<file path="src/rtl/stream_demux.sv">
// stream_demux: steers each packet of a merged stream to m_*[id] through per-output register slices.
// Optional STREAM_DEMUX_DROP_STAT_EN adds err_drop_o / drop_cnt_o for out-of-range packets.
module stream_demux #(
    parameter int T_DATA_WIDTH = 8,
    parameter int T_QOS__WIDTH = 4,
    parameter int STREAM_COUNT = 2,
    localparam int ID_W = $clog2(STREAM_COUNT)
) (
    input  logic                    clk,
    input  logic                    rst,
    input  logic [T_DATA_WIDTH-1:0] s_data_i,
    input  logic [T_QOS__WIDTH-1:0] s_qos_i,
    input  logic [ID_W-1:0]         s_id_i,
    input  logic                    s_last_i,
    input  logic                    s_valid_i,
    output logic                    s_ready_o,
    output logic [T_DATA_WIDTH-1:0] m_data_o [STREAM_COUNT],
    output logic [T_QOS__WIDTH-1:0] m_qos_o  [STREAM_COUNT],
    output logic [STREAM_COUNT-1:0] m_last_o,
    output logic [STREAM_COUNT-1:0] m_valid_o,
`ifdef STREAM_DEMUX_DROP_STAT_EN
    output logic                    err_drop_o,
    output logic [15:0]             drop_cnt_o,
`endif
    input  logic [STREAM_COUNT-1:0] m_ready_i
);
    typedef enum logic [1:0] {IDLE, ROUTE, DROP} state_t;
    state_t r_state, w_next;
    logic [ID_W-1:0] r_route, w_sel;
    logic [STREAM_COUNT-1:0] r_valid;
    logic w_id_ok, w_drop, w_acc, w_first_drop;

    assign w_id_ok      = 32'(s_id_i) < STREAM_COUNT;
    assign w_sel        = (r_state == IDLE) ? s_id_i : r_route;
    assign w_drop       = (r_state == DROP) || (r_state == IDLE && !w_id_ok);
    // out-of-range sel is masked by w_drop, so the stray index read is harmless
    assign s_ready_o    = w_drop || !r_valid[w_sel] || m_ready_i[w_sel];
    assign w_acc        = s_valid_i && s_ready_o;
    assign w_first_drop = w_acc && r_state == IDLE && !w_id_ok;
    assign m_valid_o    = r_valid;

    always_ff @(posedge clk or posedge rst) begin
        if (rst) begin
            r_state <= IDLE;
            r_route <= '0;
        end else begin
            r_state <= w_next;
            if (w_acc && r_state == IDLE && w_id_ok && !s_last_i) r_route <= s_id_i;
        end
    end

    always_comb begin
        w_next = r_state;
        if (w_acc) begin
            if (r_state == IDLE) w_next = s_last_i ? IDLE : (w_id_ok ? ROUTE : DROP);
            else if (s_last_i)   w_next = IDLE;
        end
    end

    for (genvar k = 0; k < STREAM_COUNT; k++) begin : g_slice
        logic w_load;
        assign w_load = w_acc && !w_drop && 32'(w_sel) == k;
        always_ff @(posedge clk or posedge rst) begin
            if (rst) begin
                r_valid[k]  <= 1'b0;
                m_data_o[k] <= '0;
                m_qos_o[k]  <= '0;
                m_last_o[k] <= 1'b0;
            end else begin
                r_valid[k] <= w_load || (r_valid[k] && !m_ready_i[k]);
                if (w_load) begin
                    m_data_o[k] <= s_data_i;
                    m_qos_o[k]  <= s_qos_i;
                    m_last_o[k] <= s_last_i;
                end
            end
        end
    end

`ifdef STREAM_DEMUX_DROP_STAT_EN
    always_ff @(posedge clk or posedge rst) begin
        if (rst) begin
            err_drop_o <= 1'b0;
            drop_cnt_o <= '0;
        end else begin
            err_drop_o <= w_first_drop;
            if (w_first_drop && drop_cnt_o != 16'hFFFF) drop_cnt_o <= drop_cnt_o + 16'd1;
        end
    end
`else
    logic w_unused;
    assign w_unused = w_first_drop;
`endif
endmodule
</file>
<file path="config.mk">
export PLATFORM = sky130hd
export DESIGN_NAME = stream_demux
export DESIGN_NICKNAME = d
export VERILOG_FILES = /design/src/rtl/stream_demux.sv
export SDC_FILE = /design/constraint.sdc
export NUM_CORES = 1
export LEC_CHECK = 0
export ABC_AREA = 1
export CORE_MARGIN = 2
export CORE_UTILIZATION = 35
export DETAILED_ROUTE_END_ITERATION = 10
export PLACE_DENSITY = 0.61
export SKIP_CTS_REPAIR_TIMING = 1
export SLEW_MARGIN = 15
export SYNTH_ARGS = -nofsm -noshare
export SYNTH_HDL_FRONTEND = slang
export SYNTH_SLANG_ARGS = --single-unit
</file>
<file path="constraint.sdc">
create_clock -name clk -period 3.3 [get_ports clk]
set_clock_uncertainty 0.05 [all_clocks]
set_input_delay 0.825 -clock clk [delete_from_list [all_inputs] [get_ports clk]]
set_output_delay 0.825 -clock clk [all_outputs]
set_load 0.01 [all_outputs]
</file>
After elaboration in Yosys (flattened, before gate mapping) --
Cells that the tools add are included.
Word-level totals: register bits after elaboration 31, input bits 19, output and inout bits 29, logic and storage cells 41
Operators by class: magnitude comparators 1, equal/unequal tests 1, mux-type cells 8, bitwise gates (word level) 1, reductions and logical operators 20
Operators with widths (count):
- $logic_and 1x1->1 | 8
- $mux 1 | 6
- $logic_not 1->1 | 5
- $logic_or 1x1->1 | 4
- $mux 2 | 2
- $eq 2x2->1 const B | 1
- $logic_not 2->1 | 1
- $lt 1x2->1 const B | 1
- $reduce_and 2->1 | 1
- $reduce_bool 2->1 | 1
- $not 1->1 | 1

Logic depth before layout (Yosys ltp) --
depth in word-level cells 11, mapped depth 8, depth with buffers taken out 8

Least setup slack after synthesis --
OpenSTA, ideal clock, no wires.
path kind input port to output port, start point input m_ready_i[0], end point output s_ready_o, arrival time 1.186 ns, data required time 2.425 ns, slack 1.239 ns, stages 4, path buffers 0, cells stage by stage inv_1 nand2_1 nand3_1 nand2_1
Between the ends: longest elaborated chain between the ends 3
RTL lines:
- from (decl) | RTL line 25 | input logic [STREAM_COUNT-1:0] m_ready_i
- $mux 1 (implied by the code) (2 in a row) | RTL line 37 | assign s_ready_o = w_drop || !r_valid[w_sel] || m_ready_i[w_sel];
- $logic_or 1x1->1 | RTL line 37
- to (decl) | RTL line 16 | output logic s_ready_o,
No other way between the ends. The select of a mux whose other input is x is not followed.

Worst setup path in the final report --
Ends and elaborated chain as after synthesis.

==> impl_metrics.ini <==
[run_status]
outcome = complete, no violations

[drt]
vias = 1014
routed-wl-met2_um = 1324
drc = 0
viasPerCell = 4.447
met3WireLength_um = 146
drtPass1Iterations = 4
drt-met1-wl_um = 1185
wirelength_um = 2691
top_layer = met4
wire_per_inst_um = 11.80
drtIter0Drc = 44
postRouteAntennaNets = 0

[synthesis]
ys_warn_count = 0
yosys_register_bits = 30
syn_area_mm2 = 0.001340
synth_area_per_cell_um2 = 10.39
netlist_instances = 129
synthTopCellsByArea = dfrtp_1 56%, o21ai_2 17%, nand2_1 9.5%
netlist.area_leader.share_pct = 56.02
syn_nets = 148
synth_cell_type_count = 10
synth_top_cell_by_area = dfrtp_1
yosysSeqAreaShare_pct = 56.02

[final_layout]
final_nets = 199
drive_gt1_share_pct = 23.33
final_cell_count_no_fill = 228
area_growth_pct = 42.48
antenna_cells = 0

[sta]
fin_tns_setup_ns = 0
grt_setup_unrepaired = false
setup_slack_ns = 0.2169
slew_viol_final = 0
finalSetupViolCount = 0
fin_crit_sh_pct = 93.43
period_needed_ns = 3.083
max_slew_margin_pct = 72.47
worst_pin_slew_ns = 0.4129
hold_viol = 0
fmax_mhz = 324.4

[floorplanning]
initial_core_util_pct = 36.60
ioPinCount = 48
die_w_um = 65.88
die_h_um = 65.88
die-area_mm2 = 0.004340
rows = 22
core_area_mm2 = 0.003661

[worst_hold_path]
hold_depth = 2
min_path_type = register to register
hp-start = m_qos_o[7]$_DFFE_PP0P_
hold_end = m_qos_o[7]$_DFFE_PP0P_

[worst_setup_path]
cp_max_fo = 4
worst-r2r-setup-slack_ns = 1.83
rr_worst_depth = 6
critPathLaunch = m_ready_i[0]
regToRegStartpoint = r_state[0]$_DFFE_PP0P_
reg2reg_to = r_state[0]$_DFFE_PP0P_
startpoint_type = input port
path_class = input port to primary output
end_kind = primary output
cp.arrival_ns = 2.21
cp.required_ns = 2.42

[clock_network]
cts-root-buf = clkbuf_8
clkSlewWorstSetupHoldPaths_ns = 0.06
worstSkewPairLatency_ns = 0.27
ctsHtreeMaxLevel = 2
cts_buffers = 5
cts_buffer_depth = 2
cts_tree = yes
cts.sinks = 30

[pwr]
ir_drop_mv = 0.3583
p_per_area_mw_per_mm2 = 915.2
p_total_mw = 1.747
p_leak_nw = 0.9034

[global_route]
grt_max_degree = 29
antenna_found_initial = 0
grt_pass1_wl_um = 4685
grt_use_total_pct = 14.11
grt-ovfl-total = 0
grt_pass1_vias = 1040

[placement]
dp_worst_setup_slack_ns = 0.2163
dp.cells = 221
gp_congestion = 0.7235
dpl.hpwl_um = 1898
port_buffers = 47

[flow_run]
cap_viol_max_count = 0
[placed cells by master, fill, tap and decap left out]
| cell | instances |
|---|---|
| nand3_4 | 2 |
| clkbuf_8 | 5 |
| nand2_1 | 34 |
| nand2_2 | 7 |
| nand3_1 | 4 |
| clkbuf_1 | 2 |
| inv_2 | 1 |
| inv_1 | 18 |
| dfrtp_1 | 30 |
| clkdlybuf4s50_1 | 47 |
| nand4_1 | 3 |
| o21ai_2 | 26 |
| buf_4 | 1 |
[cell families after synthesis]
kind of cell           share of synthesized area, %
buffers and inverters                         8.683
and+or+nand+nor                               18.30
AOI/OAI and AO/OA                             16.99
DFF                                           56.02
[state kept, by name, indices dropped and copies added (netlist names)]
signal / flops
r_state: 1
m_valid_o: 2
m_last_o: 2
r_route: 1
m_data_o: 16
m_qos_o: 8
[through the flow]
| step | cell area [um2] | hold slack, ns | utilization, % |
|---|---|---|---|
| floorplan | 1340 | 0.4316 | - |
| global placement | 1833 | 0.4135 | 50.07 |
| detailed placement | 1833 | 0.4177 | 50.07 |
| CTS | 1909 | 0.4324 | 52.15 |
| global route | 1909 | 0.4528 | 52.15 |
| finish | 1909 | 0.4307 | 52.15 |
[synth_stat cells (all sizes together)]
| library cell | count |
|---|---|
| dfrtp | 30 |
| nand2 | 41 |
| buf | 4 |
| inv | 19 |
| nand4 | 3 |
| o21ai | 26 |
| nand3 | 6 |
[worst max path at each step]
stage | end | slack [ns] | cells past startpoint
after floorplan | s_ready_o | 1.24 | 4
after global placement | s_ready_o | 0.26 | 6
after detailed placement | s_ready_o | 0.22 | 6
after CTS | s_ready_o | 0.21 | 6
after global routing | s_ready_o | 0.17 | 6
final | s_ready_o | 0.22 | 6
[layout make-up]
cell class,count,area (um2)
fillers,348,1752
flip-flops and latches,30,750.7
repair buffers,48,478.0
multi-input cells,76,473.0
clock buffers,7,76.32
inverters,19,71.32
well taps,48,60.06
[per-layer routing]
metal,track usage [%],vias up
li1,-,511
met1,17.61,472
met2,22.47,27
met3,4.259,4
met4,6.250,0
met5,0,-
[worst max-delay path, cell delays in order]
cell	delay [ns]
clkdlybuf4s50_1	0.46
inv_1	0.04
nand2_1	0.15
nand3_1	0.11
nand2_1	0.09
clkdlybuf4s50_1	0.53
[power breakdown]
part | internal, mW | switching, mW
registers | 0.542 | 0.103
logic | 0.442 | 0.397
clock network | 0.145 | 0.119
Power figures use the tool's default switching activity.
